### src/rtl/bcd_display_scanner.sv
// Two-digit multiplexed 7-segment driver for the game core's BCD score.
// Digits commit only at phase boundaries, so a digit never changes while it is lit.
module bcd_display_scanner #(
   parameter int SCAN_DIV     = 1000,
   parameter int BLANK_CYCLES = 2,
   parameter int BLINK_DIV    = 64,
   parameter int ACTIVE_LOW   = 1
) (
   input  logic       clk,
   input  logic       rst,
   input  logic [3:0] bcd_tens,
   input  logic [3:0] bcd_units,
   input  logic       load,
   input  logic       blank_lz,
   input  logic       blink_en,
   output logic [1:0] an,
   output logic [6:0] seg,
   output logic       frame_tick
);

   localparam int SCAN_W  = (SCAN_DIV > 1) ? $clog2(SCAN_DIV) : 1;
   localparam int BLINK_W = (BLINK_DIV > 1) ? $clog2(BLINK_DIV) : 1;
   localparam logic [SCAN_W-1:0]  SCAN_LAST  = SCAN_W'(SCAN_DIV - 1);
   localparam logic [SCAN_W-1:0]  BLANK_END  = SCAN_W'(BLANK_CYCLES);
   localparam logic [BLINK_W-1:0] BLINK_LAST = BLINK_W'(BLINK_DIV - 1);
   localparam logic               POL        = (ACTIVE_LOW != 0);

   typedef enum logic {
      PH_UNITS = 1'b0,
      PH_TENS  = 1'b1
   } phase_t;

   phase_t              phase_reg, phase_next;
   logic [SCAN_W-1:0]   scan_cnt_reg, scan_cnt_next;
   logic                scan_wrap;
   logic                frame_end;

   logic [3:0]          pend_tens_reg, pend_units_reg;
   logic [3:0]          com_tens_reg, com_units_reg;

   logic [BLINK_W-1:0]  blink_cnt_reg;
   logic                blink_on_reg;

   logic [3:0]          digit_val;
   logic                lz_blank;
   logic                show;
   logic [1:0]          an_on;
   logic [6:0]          seg_on;

   // ---------------- scan FSM ----------------
   assign scan_wrap = (scan_cnt_reg == SCAN_LAST);

   always_comb begin
      scan_cnt_next = scan_cnt_reg + 1'b1;
      phase_next    = phase_reg;
      frame_end     = 1'b0;
      if (scan_wrap) begin
         scan_cnt_next = '0;
         case (phase_reg)
            PH_UNITS: phase_next = PH_TENS;
            PH_TENS: begin
               phase_next = PH_UNITS;
               frame_end  = 1'b1;
            end
            default: phase_next = PH_UNITS;
         endcase
      end
   end

   always_ff @(posedge clk) begin
      if (rst) begin
         phase_reg    <= PH_UNITS;
         scan_cnt_reg <= '0;
      end else begin
         phase_reg    <= phase_next;
         scan_cnt_reg <= scan_cnt_next;
      end
   end

   // ---------------- pending / committed digits ----------------
   // Commit samples pending before this edge's load, so a load on the
   // boundary edge waits for the next boundary.
   always_ff @(posedge clk) begin
      if (rst) begin
         pend_tens_reg  <= '0;
         pend_units_reg <= '0;
         com_tens_reg   <= '0;
         com_units_reg  <= '0;
      end else begin
         if (load) begin
            pend_tens_reg  <= bcd_tens;
            pend_units_reg <= bcd_units;
         end
         if (scan_wrap) begin
            com_tens_reg  <= pend_tens_reg;
            com_units_reg <= pend_units_reg;
         end
      end
   end

   // ---------------- blink ----------------
   always_ff @(posedge clk) begin
      if (rst) begin
         blink_cnt_reg <= '0;
         blink_on_reg  <= 1'b1;
      end else if (!blink_en) begin
         blink_cnt_reg <= '0;
         blink_on_reg  <= 1'b1;
      end else if (frame_end) begin
         if (blink_cnt_reg == BLINK_LAST) begin
            blink_cnt_reg <= '0;
            blink_on_reg  <= ~blink_on_reg;
         end else begin
            blink_cnt_reg <= blink_cnt_reg + 1'b1;
         end
      end
   end

   // ---------------- decode and enable ----------------
   function automatic logic [6:0] seg_decode(input logic [3:0] d);
      logic [6:0] s;
      case (d)
         4'd0:    s = 7'h3F;
         4'd1:    s = 7'h06;
         4'd2:    s = 7'h5B;
         4'd3:    s = 7'h4F;
         4'd4:    s = 7'h66;
         4'd5:    s = 7'h6D;
         4'd6:    s = 7'h7D;
         4'd7:    s = 7'h07;
         4'd8:    s = 7'h7F;
         4'd9:    s = 7'h6F;
         default: s = 7'h40;
      endcase
      return s;
   endfunction

   assign digit_val = (phase_reg == PH_TENS) ? com_tens_reg : com_units_reg;
   assign lz_blank  = (phase_reg == PH_TENS) && blank_lz && (com_tens_reg == 4'd0);
   assign show      = (scan_cnt_reg >= BLANK_END) && !lz_blank && !(blink_en && !blink_on_reg);

   generate
      for (genvar gi = 0; gi < 2; gi++) begin : g_anode
         localparam phase_t GI_PHASE = (gi == 1) ? PH_TENS : PH_UNITS;
         assign an_on[gi] = show && (phase_reg == GI_PHASE);
      end
   endgenerate

   assign seg_on = (|an_on) ? seg_decode(digit_val) : 7'h00;

   // Polarity is applied only here; everything upstream is active-high.
   always_ff @(posedge clk) begin
      if (rst) begin
         an         <= {2{POL}};
         seg        <= {7{POL}};
         frame_tick <= 1'b0;
      end else begin
         an         <= an_on ^ {2{POL}};
         seg        <= seg_on ^ {7{POL}};
         frame_tick <= frame_end;
      end
   end

endmodule

### config.mk
export PLATFORM = sky130hd
export DESIGN_NAME = bcd_display_scanner
export DESIGN_NICKNAME = d
export VERILOG_FILES = /design/src/rtl/bcd_display_scanner.sv
export SDC_FILE = /design/constraint.sdc
export NUM_CORES = 1
export LEC_CHECK = 0
export ABC_CLOCK_PERIOD_IN_PS = 1830
export CAP_MARGIN = 20
export CORE_MARGIN = 5
export CORE_UTILIZATION = 35
export CTS_CLUSTER_SIZE = 25
export DETAILED_ROUTE_END_ITERATION = 16
export SYNTH_ARGS = -nofsm -noshare
export SYNTH_HDL_FRONTEND = slang
export SYNTH_SLANG_ARGS = --single-unit
### constraint.sdc
create_clock -name clk -period 1.83 [get_ports clk]
set_clock_uncertainty 0.05 [all_clocks]
set_input_delay 0.549 -clock clk [delete_from_list [all_inputs] [get_ports clk]]
set_output_delay 0.549 -clock clk [all_outputs]
set_load 0.05 [all_outputs]
---- Yosys cells after proc, flatten, opt, wreduce, memory -nomap -nowiden ----
Memory sizes are Yosys's and may differ from the RTL's.
Cells that the tools add are included.
Widths: inputs -> output; s select.
storage, ports and cells
  register bits ........................... 44
  memory bits (read-only) ................. 112
  bits of input ports ..................... 13
  output and inout bits ................... 10
  word-level logic and storage cells ...... 43
  memories kept ........................... 1
cells by class
  add/subtract/negate cells ............... 2
  $lt $le $gt $ge ......................... 1
  equal/unequal tests ..................... 2
  mux-type cells .......................... 6
  bitwise logic cells ..................... 5
  reductions and logical operators ........ 15
memories
  memory           words  bits a word  read ports  clocked after memory_dff  wr ports  RTL line  source
  (no name shown)  16     7            1           0                         0         122       case (d)
operators with widths
  cell                   count
  $add 10x1->10 const B  1
  $eq 10x10->1 const B   1
  $ge 10x2->1 const B    1
  $logic_and 1x1->1      7
  $mux 7                 1
  $not 7->7              1
  $add 6x1->6 const B    1
  $eq 6x6->1 const B     1
  $mux 6                 1
  $reduce_or 2->1        3
  $logic_not 4->1        1
  $mux 4                 1
  $logic_not 1->1        3
  $not 1->1              3
  $mux 1                 2
  $not 2->2              1
  $pmux 1 s2             1
  $reduce_and 2->1       1

---- Logic depth before layout (Yosys ltp) ----
  depth in word-level cells ............... 9
  gate-level depth with buffers ........... 7
  gate-level depth less buffers ........... 6

---- Worst setup path after synthesis ----
No wires, ideal clock.
  kind .................................... register to register
  from .................................... register scan_cnt_reg[4]
  to ...................................... register blink_cnt_reg[0]
  setup time .............................. 0.115 ns
  arrival time ............................ 1.522 ns
  required time ........................... 1.665 ns
  setup slack ............................. 0.144 ns
  cell stages (with the launch flop) ...... 6
  buffers on the path ..................... 1
  period minus slack after synthesis ...... 1.686 ns
  cells stage by stage .................... dfxtp_1 > or2_1 > buf_6 > or4_4 > and2_4 > o21a_1
on the way
  word-level cells in the longest chain between the ends .. 2
RTL lines
  item                      RTL line  source
  start: declaration        34        logic [SCAN_W-1:0] scan_cnt_reg, scan_cnt_next;
  start signal: assignment  76        scan_cnt_reg <= scan_cnt_next;
  $eq 10x10->1              51        assign scan_wrap = (scan_cnt_reg == SCAN_LAST);
  $mux 1                    57        if (scan_wrap) begin
  end signal: assignment    114       blink_cnt_reg <= blink_cnt_reg + 1'b1;
  end: declaration          41        logic [BLINK_W-1:0] blink_cnt_reg;
Every way passes these cells.
A chain may end at the register's enable or synchronous reset.

---- Worst setup path in the final report ----
  from .................................... input port blank_lz
  to ...................................... register seg[2]
on the way
  word-level cells in the longest chain between the ends .. 9
  elaborated cells between the ends (all ways) .. 10
  classes of those cells .................. 1 x mux; 1 x bitwise; 8 x reduce/logical
RTL lines
  item                                 RTL line  source
  start: declaration                   14        input logic blank_lz,
  $logic_and 1x1->1 (*) (2 in series)  139       assign lz_blank = (phase_reg == PH_TENS) && blank_lz && (com_tens_reg == 4'd0);
  $logic_not 1->1 (*)                  140       assign show = (scan_cnt_reg >= BLANK_END) && !lz_blank && !(blink_en && !blink_on_reg);
  $logic_and 1x1->1 (*) (2 in series)  140
  $logic_and 1x1->1                    145       assign an_on[gi] = show && (phase_reg == GI_PHASE);
  $reduce_or 2->1 (*)                  149       assign seg_on = (|an_on) ? seg_decode(digit_val) : 7'h00;
  $mux 7 (*)                           149
  $not 7->7 (no line) (*)              -
  end signal: assignment               155       seg <= {7{POL}};
  end signal: assignment               159       seg <= seg_on ^ {7{POL}};
  end: declaration                     17        output logic [6:0] seg,
Every way passes the cells marked *; elsewhere a longest branch is shown, timed or not.

==> impl_metrics.csv <==
group,metric,value,unit
cells_and_area,mostFrequentLayoutCells,"dfxtp_1 (42), nor2_1 (28), buf_4 (28), mux2i_1 (23)",
timing,max_freq,586,MHz
cells_and_area,area.growth.synth_to_final,24.3,%
worst_setup_path,critPathMaxFanout,5,
global_route,antenna_found_initial,0,
routing,wl_met1,1810,µm
cells_and_area,fillers,543,
cells_and_area,final_layout_size_suffix_gt1_frac,0.189,
hold_path,hold_path_end,"scan_cnt_reg[0]$_SDFF_PP0_",
yosys,synth_area_leader_cell,"dfxtp_1",
worst_setup_path,start_kind,"input pin",
clock_network,h-tree-depth,2,
die,io_pins,23,
global_route,grt_first_pass_wirelength,6270,µm
worst_setup_path,cp.arrival,1.84,ns
routing,routed-wl-met2,1550,µm
die,fp-row-count,27,
hold_path,worstHoldPathType,"reg -> reg",
timing,slew_headroom,0.755,
global_route,grt_usage,0.108,
pwr,pwr-share-clk,0.334,
clock_network,cts_tree,"built",
routing,top_layer,"met4",
pwr,p_comb_frac,0.119,
timing,worst_hold_slack,0.407,ns
yosys,synthesis.area,1940,µm²
cells_and_area,diodes,0,
yosys,async_flop_share,0,
worst_setup_path,cp.buffers_inverters,2,
cells_and_area,final_cell_area,2420,µm²
cells_and_area,final_common_cell,"dfxtp_1",
clock_network,cts_setup_buffers,0,
clock_network,cts.sinks,44,
die,start_util,0.357,
timing,tns,0,ns
worst_setup_path,cp-end-kind,"register",
die,die_h,84.5,µm
timing,hold_viol_final,0,
worst_setup_path,cp_slowest_cell,"clkdlybuf4s50_1",
run,cap_violations,0,
clock_network,clk_latency,0.30,ns
routing,vias,1499,
timing,slew_violations,0,
placed_design,dp.cells,308,
pwr,pwr_density_cell,765,nW/µm²
yosys,yosys.area.top_type_share,0.453,
placed_design,hpwl,2630,µm
worst_setup_path,r2r_end,"seg[3]$_SDFF_PP1_",
routing,drt_drc_violations_left,0,
pwr,intPower,1360,µW
worst_setup_path,required,1.96,ns
yosys,syn_area_per_cell,9.53,µm²
routing,met3WireLength,175,µm
die,dieArea,7150,µm²
yosys,synth_flop_cell,"dfxtp_1",
timing,worst_slew_pin_slew,0.363,ns
clock_network,clk_pin_slew,0.08,ns
yosys,syn_nets,225,
run_status,status,"complete, no violations",
worst_setup_path,crit_path_cell_trace,"clkdlybuf4s50_1 > nor4bb_1 > a221o_1 > a211oi_1 > buf_4 > o21ai_0",
routing,dr.pass1.iters,4,
placed_design,routabilityCongestion,0.752,
global_route,grt_overflow,0,
timing,setup_violations,0,
yosys,postSynthCellCount,204,
hold_path,worstHoldStart,"scan_cnt_reg[0]$_SDFF_PP0_",
pwr,ir_worst_vdd,0.288,mV
worst_setup_path,critical-path-top-delay-family,"compound AO/OA/AOI/OAI gates",
hold_path,whs_path_depth,1,
pwr,netSwitchingFraction,0.266,
die,core_area,5440,µm²
worst_setup_path,max_stage_delay,0.39,ns
routing,wl,3610,µm
pwr,p_leak,0.000958,µW
cells_and_area,stdcell_count,316,
worst_setup_path,reg2reg_depth,8,
routing,drt_iter0_markers,37,
clock_network,cts_made_buffers,5,
die,die_w,84.5,µm
yosys,synth_area_leaders,"dfxtp_1 (45%), mux2i_1 (12%), nor2_1 (5.4%), ha_1 (5.1%), xnor2_1 (3.2%)",
clock_network,clockBufferDepth,2,
routing,routed_via_density,4.74,
clock_network,cts_resized,0,
timing,rsz0062_at_grt,"false",
cells_and_area,fin_util,0.444,
worst_setup_path,worst-r2r-setup-slack,0.14,ns
global_route,grt_max_degree,28,
worst_setup_path,r2r-start,"scan_cnt_reg[0]$_SDFF_PP0_",
worst_setup_path,critical_path_class,"in -> reg",
timing,fin_crit_sh,0.932,
yosys,yosys_warnings,0,
cells_and_area,fin_nets,264,
routing,postRouteAntennaNets,0,
pwr,p_seq_frac,0.547,
yosys,synth_cell_types,41,
placed_design,io_buffers,22,
cells_and_area,largest_register_ffs,10,
yosys,synth_edf_count,0,
global_route,grt_pass1_vias,1381,
pwr,switchingPower,492,µW
yosys,synth_seq_cells,44,
yosys,ys_seq_area_frac,0.453,
routing,wl_per_cell,11.4,µm
clock_network,root_buffer,"clkbuf_8",
timing,finalCriticalPeriod,1.71,ns
clock_network,holdBufCountCts,0,
placed_design,dpl-instance-area,2320,µm²
[cells in the mapped netlist (all sizes together), types with 2 or more instances]
| cell type | number |
|---|---|
| a211oi | 2 |
| a21oi | 5 |
| and3 | 5 |
| buf | 7 |
| dfxtp | 44 |
| ha | 8 |
| inv | 6 |
| mux2 | 2 |
| mux2i | 23 |
| nand2 | 12 |
| nand3 | 7 |
| nand4 | 3 |
| nor2 | 28 |
| nor3 | 14 |
| o21ai | 10 |
| or3 | 2 |
| or4 | 3 |
| xnor2 | 7 |
[power groups by stage]
stage               sequential, µW  combinational [µW]  clock, µW
finish                        1010                 220        618
floorplan                     1100                64.9          0
CTS                           1010                 222        649
global route                  1020                 240        684
global placement              1030                 219          0
detailed placement            1030                 221          0
[area by class of cell]
cell class	instances	area [µm²]	area share
flip-flops and latches	44	883	0.365
inverters	6	22.5	0.00932
well taps	72	90.1	0.0373
repair buffers	40	330	0.137
clock buffers	5	68.8	0.0285
clock inverters	3	23.8	0.00983
multi-input cells	146	998	0.413
[worst register-to-register path, cell delays in order (launching register included)]
cell and delay (ns):
dfxtp_2 0.36, inv_1 0.05, ha_1 0.18, or4_1 0.41, nor3_2 0.18, buf_4 0.14, a211oi_1 0.04, buf_4 0.15
o21ai_0 0.06
[cells by family after synthesis]
logic type | count (synthesis) | share of synthesized area
compound gates | 23 | 0.0734
xor+xnor | 8 | 0.0360
fa+ha+maj | 8 | 0.0515
buf+inv | 14 | 0.0360
flops | 44 | 0.453
mux | 25 | 0.130
simple gates | 82 | 0.220
[layer usage]
layer  global-route usage  up-vias
met3               0.0412        6
met1                0.135      682
li1                     -      789
met5                    0        -
met4               0.0518        0
met2                0.164       22
[metrics by stage]
stage                     setup slack [ns]  power (µW)
after floorplan                      0.144        1160
after global placement              -0.191        1250
after detailed placement            -0.197        1250
after CTS                           0.0415        1880
after global routing               0.00689        1940
final                                0.124        1850
[worst max path at each step]
stage	start	endpoint	depth (start not counted)
3_3_place_gp	blank_lz	seg[2]$_SDFF_PP1_	6
4_1_cts	scan_cnt_reg[0]$_SDFF_PP0_	seg[3]$_SDFF_PP1_	8
3_5_place_dp	blank_lz	seg[2]$_SDFF_PP1_	6
2_1_floorplan	scan_cnt_reg[4]$_SDFF_PP0_	blink_cnt_reg[0]$_SDFFE_PP0P_	5
6_report	blank_lz	seg[2]$_SDFF_PP1_	6
5_1_grt	scan_cnt_reg[1]$_SDFF_PP0_	com_tens_reg[0]$_SDFFE_PP0N_	7
(Power assumes the default switching activity.)
